**src/rtl/axis_key_unlocker.sv**
```systemverilog
// Gated AXIS byte pass-through that opens when any of several magic keys is seen on the stream
// and closes again on a lock sequence, an idle timeout or an external force_lock.
module axis_key_unlocker #(
    parameter int MAGIC_BYTES = 15,
    parameter int NUM_KEYS = 2,
    parameter logic [NUM_KEYS*MAGIC_BYTES*8-1:0] KEYS = {"#!manilakey01!#", "#!manilamagic!#"},
    parameter logic [MAGIC_BYTES*8-1:0] LOCK_KEY = "#!manilalock!!#",
    parameter int TIMEOUT_CYCLES = 0,
    localparam int KEY_W = (NUM_KEYS > 1) ? $clog2(NUM_KEYS) : 1
) (
    input  logic             clk,
    input  logic             sresetn,
    output logic             s_axis_tready,
    input  logic             s_axis_tvalid,
    input  logic [7:0]       s_axis_tdata,
    input  logic             m_axis_tready,
    output logic             m_axis_tvalid,
    output logic [7:0]       m_axis_tdata,
    input  logic             force_lock,
    output logic             unlocked,
    output logic [KEY_W-1:0] key_idx,
    output logic             unlock_pulse,
    output logic             lock_pulse
);

    localparam int KEY_BITS  = MAGIC_BYTES * 8;
    localparam int HIST_BITS = (MAGIC_BYTES > 1) ? (MAGIC_BYTES - 1) * 8 : 8;
    localparam int FILL_W    = $clog2(MAGIC_BYTES + 1);
    localparam int IDLE_W    = (TIMEOUT_CYCLES > 0) ? $clog2(TIMEOUT_CYCLES + 1) : 1;

    typedef enum logic {
        ST_LOCKED   = 1'b0,
        ST_UNLOCKED = 1'b1
    } state_t;

    state_t               state;
    logic                 accept;
    logic [KEY_BITS-1:0]  window;
    logic [HIST_BITS-1:0] history;
    logic [HIST_BITS-1:0] history_shift;
    logic [FILL_W-1:0]    fill;
    logic [FILL_W-1:0]    fill_next;
    logic                 window_full;
    logic                 key_hit;
    logic [KEY_W-1:0]     key_sel;
    logic                 lock_hit;
    logic [IDLE_W-1:0]    idle_cnt;
    logic [IDLE_W-1:0]    idle_next;
    logic                 timeout_hit;
    logic                 lock_event;
    logic                 unlock_event;

    assign unlocked      = (state == ST_UNLOCKED);
    assign s_axis_tready = unlocked ? m_axis_tready : 1'b1;
    assign m_axis_tvalid = unlocked & s_axis_tvalid;
    assign m_axis_tdata  = unlocked ? s_axis_tdata : 8'h00;
    assign accept        = s_axis_tvalid & s_axis_tready;

    // The stored history holds the previous MAGIC_BYTES-1 bytes; the incoming byte completes the
    // window, so matching happens on the post-shift view and overlapping prefixes still match.
    generate
        if (MAGIC_BYTES > 1) begin : g_multi
            assign window        = {history, s_axis_tdata};
            assign history_shift = window[KEY_BITS-9:0];
        end else begin : g_single
            assign window        = s_axis_tdata;
            assign history_shift = history;
        end
    endgenerate

    always_comb begin
        fill_next   = (fill == FILL_W'(MAGIC_BYTES)) ? fill : fill + 1'b1;
        window_full = (fill_next == FILL_W'(MAGIC_BYTES));
    end

    // Scanning from the highest index down lets the lowest matching key win.
    always_comb begin
        key_hit = 1'b0;
        key_sel = '0;
        for (int k = NUM_KEYS - 1; k >= 0; k--) begin
            if (window == KEYS[k*KEY_BITS +: KEY_BITS]) begin
                key_hit = 1'b1;
                key_sel = KEY_W'(k);
            end
        end
        key_hit = key_hit & accept & window_full;
    end

    assign lock_hit = accept & window_full & (window == LOCK_KEY);

    always_comb begin
        idle_next   = '0;
        timeout_hit = 1'b0;
        if ((TIMEOUT_CYCLES > 0) && unlocked && !accept) begin
            idle_next   = (idle_cnt == IDLE_W'(TIMEOUT_CYCLES)) ? idle_cnt : idle_cnt + 1'b1;
            timeout_hit = (idle_next == IDLE_W'(TIMEOUT_CYCLES));
        end
    end

    assign lock_event   = unlocked & (force_lock | lock_hit | timeout_hit);
    assign unlock_event = !unlocked & !force_lock & key_hit;

    // Any transition clears the history, so a new key or lock sequence must always be sent whole.
    always_ff @(posedge clk or negedge sresetn) begin
        if (!sresetn) begin
            state        <= ST_LOCKED;
            key_idx      <= '0;
            unlock_pulse <= 1'b0;
            lock_pulse   <= 1'b0;
            history      <= '0;
            fill         <= '0;
            idle_cnt     <= '0;
        end else begin
            unlock_pulse <= 1'b0;
            lock_pulse   <= 1'b0;
            idle_cnt     <= idle_next;
            if (lock_event) begin
                state      <= ST_LOCKED;
                lock_pulse <= 1'b1;
                history    <= '0;
                fill       <= '0;
            end else if (unlock_event) begin
                state        <= ST_UNLOCKED;
                key_idx      <= key_sel;
                unlock_pulse <= 1'b1;
                history      <= '0;
                fill         <= '0;
            end else if (force_lock) begin
                history <= '0;
                fill    <= '0;
            end else if (accept) begin
                history <= history_shift;
                fill    <= fill_next;
            end
        end
    end

endmodule

```
**config.mk**
```make
export PLATFORM = sky130hd
export DESIGN_NAME = axis_key_unlocker
export DESIGN_NICKNAME = d
export VERILOG_FILES = /design/src/rtl/axis_key_unlocker.sv
export SDC_FILE = /design/constraint.sdc
export NUM_CORES = 1
export LEC_CHECK = 0
export ABC_AREA = 1
export ABC_CLOCK_PERIOD_IN_PS = 3700
export BUFFER_PORTS_ARGS = -buffer_cell sky130_fd_sc_hd__buf_2
export CAP_MARGIN = 20
export CORE_ASPECT_RATIO = 0.7
export CORE_MARGIN = 8
export CORE_UTILIZATION = 58
export CTS_CLUSTER_SIZE = 16
export DETAILED_ROUTE_END_ITERATION = 8
export MAX_ROUTING_LAYER = met4
export PLACE_DENSITY = 0.77
export SLEW_MARGIN = 5
export SYNTH_ARGS = -nofsm -noshare
export SYNTH_HDL_FRONTEND = slang
export SYNTH_SLANG_ARGS = --single-unit
```
**constraint.sdc**
```tcl
create_clock -name clk -period 3.7 [get_ports clk]
set_input_delay 0.555 -clock clk [delete_from_list [all_inputs] [get_ports clk]]
set_output_delay 0.555 -clock clk [all_outputs]
set_load 0.005 [all_outputs]
```
---- Yosys cells after proc, flatten, opt, wreduce, memory -nomap -nowiden ----
Cells that the tools add are included.
operators by class
  $add $sub $neg .......................... 1
  reduce and logical (&&, ||, !) cells .... 5
  bitwise logic cells ..................... 11
  mux-type cells .......................... 19
  equal/unequal tests ..................... 5
operator list
  kind                                               number
  two-way mux 112 bit                                4
  == test 120 x 118 -> 1 bit, second input constant  3
  two-way mux 4 bit                                  5
  AND 1 bit                                          9
  two-way mux 1 bit                                  9
  == test 4 bit, second input constant               2
  two-way mux 8 bit                                  1
  adder 4 x 1 -> 4 bit, second input constant        1
  nonzero test 4 bit                                 1
  logical NOT 1 bit                                  2
  AND reduction 2 bit                                1
  nonzero test 2 bit                                 1
  inverter 1 bit                                     1
  bitwise OR 1 bit                                   1
storage, ports and cells
  flip-flop bits (word level) ............. 120
  logic and storage cells ................. 47
  output and inout port bits .............. 14
  input port bits ......................... 13

---- Logic depth before layout (Yosys ltp) ----
Gate-level depths: netlist of run 1.
  depth in word-level cells ............... 9
  mapped depth ............................ 15
  mapped depth without buffers ............ 13

---- Least setup slack after synthesis of run 1 ----
No wires, ideal clock.
  path kind ............................... reg2reg
  start ................................... register fill[0]
  end ..................................... register fill[0]
  period minus slack after synthesis ...... 1,823 ps
  cell stages (with the launch flop) ...... 14
  library setup time ...................... 119 ps
  data required time ...................... 3,581 ps
  setup slack ............................. 1,877 ps
  buffers on the path ..................... 2
  arrival time ............................ 1,704 ps
  cell sequence ........................... dfrtp_1 -> ha_1 -> nand2_1 -> inv_1 -> o21ai_1 -> nand3_2 -> nor2_2 -> nand3_1 -> nand2_1 -> nand2_2 -> nand2_2 -> buf_6 -> buf_6 -> nor2_1
on the way
  longest elaborated chain between the ends .. 8
  elaborated cells between the ends (all ways) .. 15
  classes of those cells .................. add/sub: 1; eq/ne: 2; mux: 5; bitwise: 6; reduce/logical: 1
ends and longest elaborated chain
  what                                                               RTL line  text
  start: declaration                                                 41        logic [FILL_W-1:0] fill;
  start signal: assignment                                           133       fill <= fill_next;
  adder 4 x 1 -> 4 bit or == test 4 bit (tied branches)              72        fill_next = (fill == FILL_W'(MAGIC_BYTES)) ? fill : fill + 1'b1;
  two-way mux 4 bit (*)                                              72
  == test 4 bit                                                      73        window_full = (fill_next == FILL_W'(MAGIC_BYTES));
  AND 1 bit (2 in a row)                                             89        assign lock_hit = accept & window_full & (window == LOCK_KEY);
  bitwise OR 1 bit                                                   100       assign lock_event = unlocked & (force_lock | lock_hit | timeout_hit);
  AND 1 bit                                                          100
  nonzero test 4 bit (no line) or two-way mux 4 bit (tied branches)  n/a
Mark *: on every way between the ends. The rest lies on a longest branch, timed or not. The select of a mux whose other input is x is not followed.
A chain may end at the register's enable or synchronous reset.

---- Worst setup path in the final report of run 1 ----
  start ................................... register fill[0]
  end ..................................... register history[49]
on the way
  longest elaborated chain between the ends .. 8
  elaborated cells between the ends (all ways) .. 13
  classes of those cells .................. add/sub: 1; eq/ne: 2; mux: 3; bitwise: 6; reduce/logical: 1
ends and longest elaborated chain
  what                                                                 RTL line  text
  adder 4 x 1 -> 4 bit or == test 4 bit (tied branches)                72
  two-way mux 4 bit (*)                                                72
  == test 4 bit (*)                                                    73
  AND 1 bit (2 in a row)                                               89
  bitwise OR 1 bit                                                     100
  AND 1 bit                                                            100
  nonzero test 4 bit (no line) or two-way mux 112 bit (tied branches)  n/a
  end signal: assignment                                               132       history <= history_shift;
  end: declaration                                                     39        logic [HIST_BITS-1:0] history;
Mark *: on every way between the ends. The rest lies on a longest branch, timed or not.

==> results of run 1 <==
[area by class of cell]
cell class / count / area share
Clock buffer: 23 / 0.0727
Clock inverter: 8 / 0.0172
Inverter: 206 / 0.113
Multi-Input combinational cell: 436 / 0.304
Sequential cell: 120 / 0.438
Tap cell: 132 / 0.0241
Timing Repair Buffer: 31 / 0.0314
[cells by family after synthesis]
family / share of synthesized area
and+or+nand+nor: 0.215
DFF: 0.497
buffers and inverters: 0.160
adders and majority gates: 0.00207
AOI/OAI and AO/OA: 0.126
[worst paths after layout]
kind,from,end,slack [ns],depth (start not counted)
min,sresetn,history[78]$_DFFE_PN0P_,0.22,1
min reg2reg,key_idx$_DFFE_PN0P_,key_idx$_DFFE_PN0P_,0.52,2
max reg2reg,fill[0]$_DFFE_PN0P_,history[49]$_DFFE_PN0P_,1.24,12
min in group clk,s_axis_tdata[3],history[3]$_DFFE_PN0P_,0.44,3
max in group asynchronous,sresetn,history[63]$_DFFE_PN0P_,2.56,2
max,fill[0]$_DFFE_PN0P_,history[49]$_DFFE_PN0P_,1.24,12
[sequential cells by signal, summed over array words and instances, names as in the netlist]
signal        cells
fill              4
unlock_pulse      1
unlocked          1
history         112
key_idx           1
lock_pulse        1
[critical path, stage by stage (launching register included)]
cell and delay, ns:
dfrtp_1 0.42, ha_1 0.27, nand2_1 0.11, inv_1 0.05, o21ai_1 0.20, nand3_2 0.13, nor2_2 0.14, nand3_1 0.09
nand2_1 0.10, nand2_2 0.07, nand2_2 0.32, buf_12 0.29, nor2_1 0.09
[metal layers]
layer,wire [um],part of all wire
met5,0,0
met4,199,0.014
met3,1130,0.079
met2,6270,0.44
met1,6700,0.47
[stage by stage]
stage | hold WS, ns | instance area (um^2) | std cells
after floorplan | 0.259 | 6040 | 794
after global placement | 0.497 | 6210 | 924
after detailed placement | 0.520 | 6210 | 924
after CTS | 0.237 | 6830 | 955
after global routing | 0.269 | 6850 | 956
final | 0.216 | 6850 | 956
[report_power, final]
| group | internal [mW] | leakage, nW | switching [mW] |
|---|---|---|---|
| Sequential | 1.33 | 1.66 | 0.00801 |
| Clock | 1.14 | 0.305 | 0.582 |
| Combinational | 0.0355 | 1.16 | 0.107 |
| Total | 2.50 | 3.13 | 0.697 |
[cells in the final DEF, fill, tap and decap left out, drive strengths merged]
cell type    n
nor2       145
nand3       24
bufinv       3
clkinvlp     1
o21ai       11
a21oi        4
a31oi        1
dfrtp      120
nor3         5
buf         31
o22ai      106
nand4       13
nor3b        1
ha           1
inv        205
clkbuf      23
nand2      121
nor2b        2
and3         1
a21boi       1
clkinv       5
==> metrics.md, run 1 <==
| Metric | Value |
|---|---|
| Fin. Hold Viols | 0 |
| Ys async rst share | 1.00 |
| Power Total | approximately 3.2 mW |
| Fin crit share | 0.664 |
| Root buf cell | clkbuf_16 |
| Fin crit period | 2.46 ns |
| Hold WC Path Type | in -> async |
| GRT Util Overall | 0.223 |
| WL final | between 10000 and 15000 um |
| Clock buffer depth | 2 |
| Critical path data required time | roughly 4.0 ns |
| Final worst-path setup slack | between 1 and 1.5 ns |
| Core Util, Final | 0.669 |
| Setup bufs post-CTS | 0 |
| Worst setup SP type | flip-flop |
| Core area | between 10000 and 15000 um^2 |
| 1st-iter DRT viols | 665 |
| Area taken by flip-flops and latches | ~3000 um^2 |
| Synthesized instance count | ~790 |
| DRC Markers | 0 |
| Cts bufs inserted | 17 |
| DIE AREA | 14000 um^2 |
| Setup-failing EPs final | 0 |
| Relative slew slack | 0.472 |
| Routability-driven placement congestion ratio | 0.912 |
| Post-CTS Hold Fix Bufs | 0 |
| Port buffer count | 26 |
| Syn Nets | 808 |
| Area leader, netlist | dfrtp_1 |
| Die Ht | about 100 um |
| Via density | ~5.4 |
| Number of synthesized flops with an enable pin | 0 |
| Peak supply drop | around 0.35 mV |
| Synth unique cells | 28 |
| Synth warn | 0 |
| Die width | ~140 um |
| Sequential element share of the synthesized area | 0.497 |
| Max Clk Rate | ~0.4 GHz |
| Largest net degree at the start of global routing | 112 |
| Max cap viols | 0 |
| Max FO, Critical Path | 50 |
| Met1 Use GR | 0.300 |
| Filler cells | about 850 |
| Worst Path Class, Setup | reg -> reg |
| Post_cts resized | 0 |
| Leak | between 3 and 4 nW |
| Met3 Use GR | 0.0585 |
| Most numerous cell in the Yosys netlist | inv_1 |
| Worst Clk Skew | roughly 0.0094 ns |
| Initial antenna violation count | 0 |
| H-tree depth | 4 |
| # diodes | 0 |
| Share of cells above drive strength 1 | 0.0983 |
| Worst slack, placed | between 1 and 1.5 ns |
| I/O Pins | 27 |
| Setup TNS | 0 ns |
| Vias in the first global route | 4902 |
| First-pass GRT wire length | around 24000 um |
| Unrepaired setup endpoints after global routing | false |
| Flops & latches, synth | 120 |
| Pwr/cell area | 466 nW/um^2 |
| Routed len/inst | around 15 um |
| DR vias | ~5.2k |
| DRT Pass-1 Iters | 5 |
| CTS tree | built |
| Critical Path AT | about 2.8 ns |
| Max Slew Vio Count | 0 |
| Met2 Use GR | 0.324 |
| Worst-path clk slew | 0.06 ns |
| ANT nets after route | 0 |
| GRT busiest layer | met2 |
| P&R area growth vs syn | 13.5% |
| Post-detail-place hpwl | roughly 9400 um |
| Outcome | completed |
| Slew @ Worst Pin | just under 0.8 ns |
| GRT Residual Overflow | 0 |
| Worst-Skew Late Latency | 0.43 ns |
| Area of the multi-input gates | about 2100 um^2 |
| Post-synth top flop | dfrtp_1 |
| Syn Std Cell Area | 6040 um^2 |
| Most frequent cells after synthesis | inv_1, nor2_1, dfrtp_1 |
| Synthesized area per cell | roughly 7.6 um^2 |
| Setup crit end kind | flip-flop |
| Initial Util | 0.590 |
| Main area contributors after synthesis | dfrtp_1, inv_1, o22ai_1, nor2_1, nand2_1 |
| Sink Count | 120 |
| Share of the synthesized area in the top cell type | 0.497 |
| Cell Rows | 31 |
| Nets | about 830 |
(Power assumes the default switching activity.)
==> run 2: changes to the inputs <==
Settings changed: ABC_CLOCK_PERIOD_IN_PS 3700 to 2500.
Clock period 3.7 ns to 2.5 ns, I/O delays scaled along.
==> run 2 against run 1 <==
  * Hold slack better by 0.047 ns
  * Count of clock-buffer cells in the layout rose by 1
  * First-iteration DRC count decreased by 18%
  * Clock skew rose by 0.0016 ns
  * Non-clock buffer count increased by 9
  * Sequential cell count unchanged
  * Sequential power grew 48%
==> metrics.md, run 2 (synthesized netlist as in run 1, its figures left out) <==
| Metric | Value |
|---|---|
| Outcome | completed |
| Vias in the first global route | 4976 (+1.5%) |
| Final non-filler cell total | 966 (+1.0%) |
| Pwr/cell area | 664 nW/um^2 (+42%) |
| Reg2Reg Launch Point | fill[0]$_DFFE_PN0P_ |
| FF-to-FF path depth | 12 (unchanged) |
| GRT Util Overall | 0.233 (+0.00919) |
| Filler cells | 845 (-0.71%) |
| Port buffer count | 26 (unchanged) |
| Max FO, Critical Path | 14 (-72%) |
| Relative slew slack | 0.603 (+0.131) |
| Crit path cell chain | ha_1, nand2_1, inv_1, o21ai_1, nand3_2, nor2_2, nand3_1, nand2_1, nand2_2, nand2_2, buf_4, nor2_1 |
| Worst-Skew Late Latency | 0.42 ns (about the same) |
| Power Total | 4.58 mW (+43%) |
| Initial Util | 0.590 (unchanged) |
| R2R Setup Slk | 0.19 ns (-1.06 ns) |
| Clock buffer depth | 2 (unchanged) |
| Sink Count | 120 (unchanged) |
| Leak | 3.15 nW (+0.79%) |
| Fin. Hold Viols | 0 (unchanged) |
| Setup-failing EPs final | 0 (unchanged) |
| Share of cells above drive strength 1 | 0.104 (+0.00602) |
| Post-detail-place hpwl | 9950 um (+5.8%) |
| ANT nets after route | 0 (unchanged) |
| Worst setup SP type | flip-flop |
| Die width | 138 um (unchanged) |
| Top Family by Delay on Critical Path | simple AND/OR/NAND/NOR gates |
| Critical Path Stages | 12 (unchanged) |
| Core area | 10200 um^2 (unchanged) |
| Cts bufs inserted | 17 (unchanged) |
| DRT Pass-1 Iters | 5 (unchanged) |
| H-tree depth | 4 (unchanged) |
| Cell Rows | 31 (unchanged) |
| Most common cell after layout, fill and taps aside | inv_1 |
| Commonest non-fill, non-tap cells in the layout | inv_1, nor2_1, dfrtp_1 |
| Worst-path clk slew | 0.05 ns (about the same) |
| Biggest register | history |
| Largest register FFs | 112 (unchanged) |
| DP Cell Count | 933 (+0.97%) |
| CP bufs+invs | 2 (unchanged) |
| P&R area growth vs syn | 14.3% |
| Nets | 835 (+1.1%) |
| Setup crit end kind | flip-flop |
| Crit-path max cell delay | 0.41 ns (about the same) |
| Critical path data required time | 2.80 ns (-1.20 ns) |
| Origin of the worst setup path | fill[0]$_DFFE_PN0P_ |
| Largest regs | history (112), fill (4) |
| CTS tree | built |
| Setup TNS | 0 ns (unchanged) |
| Fin crit period | 2.31 ns (-0.142 ns) |
| 1st-iter DRT viols | 545 (-18%) |
| Via density | 5.43 (+0.15%) |
| Max Slew Vio Count | 0 (unchanged) |
| Critical Path AT | 2.61 ns (-0.15 ns) |
| First-pass GRT wire length | 24700 um (+4.2%) |
| Initial antenna violation count | 0 (unchanged) |
| Routed len/inst | 15.4 um (+2.8%) |
| Unrepaired setup endpoints after global routing | false |
| Routability-driven placement congestion ratio | 0.928 (+1.7%) |
| Max cap viols | 0 (unchanged) |
| Peak supply drop | 0.665 mV (+87%) |
| Die Ht | 101 um (unchanged) |
| Root buf cell | clkbuf_16 |
| Max Clk Rate | 0.432 GHz (+6.1%) |
| # diodes | 0 (unchanged) |
| RR Endpoint | history[17]$_DFFE_PN0P_ |
| I/O Pins | 27 (unchanged) |
| DIE AREA | 14000 um^2 (unchanged) |
| DRC Markers | 0 (unchanged) |
| Worst Clk Skew | 0.0110 ns (+0.00160 ns) |
| Slew @ Worst Pin | 0.596 ns (-0.196 ns) |
| Critical Path End | history[17]$_DFFE_PN0P_ |
| Hold WC Path Type | in -> reg |
| WL final | 14800 um (+3.8%) |
| Largest net degree at the start of global routing | 77 (-31%) |
| Critical path's slowest cell | dfrtp_1 |
| Worst Path Class, Setup | reg -> reg |
| DR vias | 5248 (+1.2%) |
| GRT Residual Overflow | 0 (unchanged) |
| Fin crit share | 0.925 (+0.262) |
run 2: changes by cell type in the layout (fill, tap and decap cells not counted):
cell	delta
clkbuf_1	+3
buf_4	+6
clkinvlp_4	+1
buf_12	+3
buf_16	-1
clkbuf_8	-2
dlygate4sd3_1	+1
bufinv_16	-1
run 2: through the flow:
| stage | util | cell area (um^2) | worst slack [ns] | hold slack [ns] |
|---|---|---|---|---|
| floorplan | - | 6040 | 0.677 | 0.0794 |
| global placement | 0.617 | 6310 | 0.422 | 0.416 |
| detailed placement | 0.617 | 6310 | 0.241 | 0.422 |
| CTS | 0.674 | 6900 | 0.206 | 0.251 |
| global route | 0.674 | 6900 | 0.101 | 0.280 |
| finish | 0.674 | 6900 | 0.186 | 0.263 |
run 2: worst min path at each step:
| stage | cells past startpoint | to | slack, ns | from |
|---|---|---|---|---|
| after floorplan | 0 | fill[0]$_DFFE_PN0P_ | 0.08 | sresetn |
| after global placement | 1 | history[71]$_DFFE_PN0P_ | 0.42 | sresetn |
| after detailed placement | 1 | history[63]$_DFFE_PN0P_ | 0.42 | sresetn |
| after CTS | 3 | history[6]$_DFFE_PN0P_ | 0.25 | s_axis_tdata[6] |
| after global routing | 3 | history[3]$_DFFE_PN0P_ | 0.28 | s_axis_tdata[3] |
| final | 3 | history[6]$_DFFE_PN0P_ | 0.26 | s_axis_tdata[6] |
run 2: routing by layer:
layer  vias up  wire length [um]  global-route usage
li1       2517                 -                   -
met1      2498              6710               0.314
met2       216              6740               0.338
met3        17              1220              0.0614
met4         0               176              0.0667
met5         -                 0                   -
run 2: worst min-delay path, stage by stage:
cell and delay, ns:
buf_2 0.11, inv_1 0.07, o22ai_1 0.08
run 2: power by group:
part	switching, mW	internal, mW
clock	0.845	1.54
combinational	0.164	0.0614
sequential	0.0125	1.96
run 2: layout make-up:
cell class              count  area, um^2  area share
repair buffers             40         303      0.0439
clock buffers              24         482      0.0698
well taps                 132         165      0.0239
clock inverters             8        95.1      0.0138
multi-input cells         436        2080       0.301
inverters                 206         773       0.112
flip-flops and latches    120        3000       0.435
run 2: timing repair:
action	4_1_cts	5_1_grt
hold buffers	1	0
endpoints found under the hold margin	44	0
resized for setup	0	0
buffers inserted	0	0
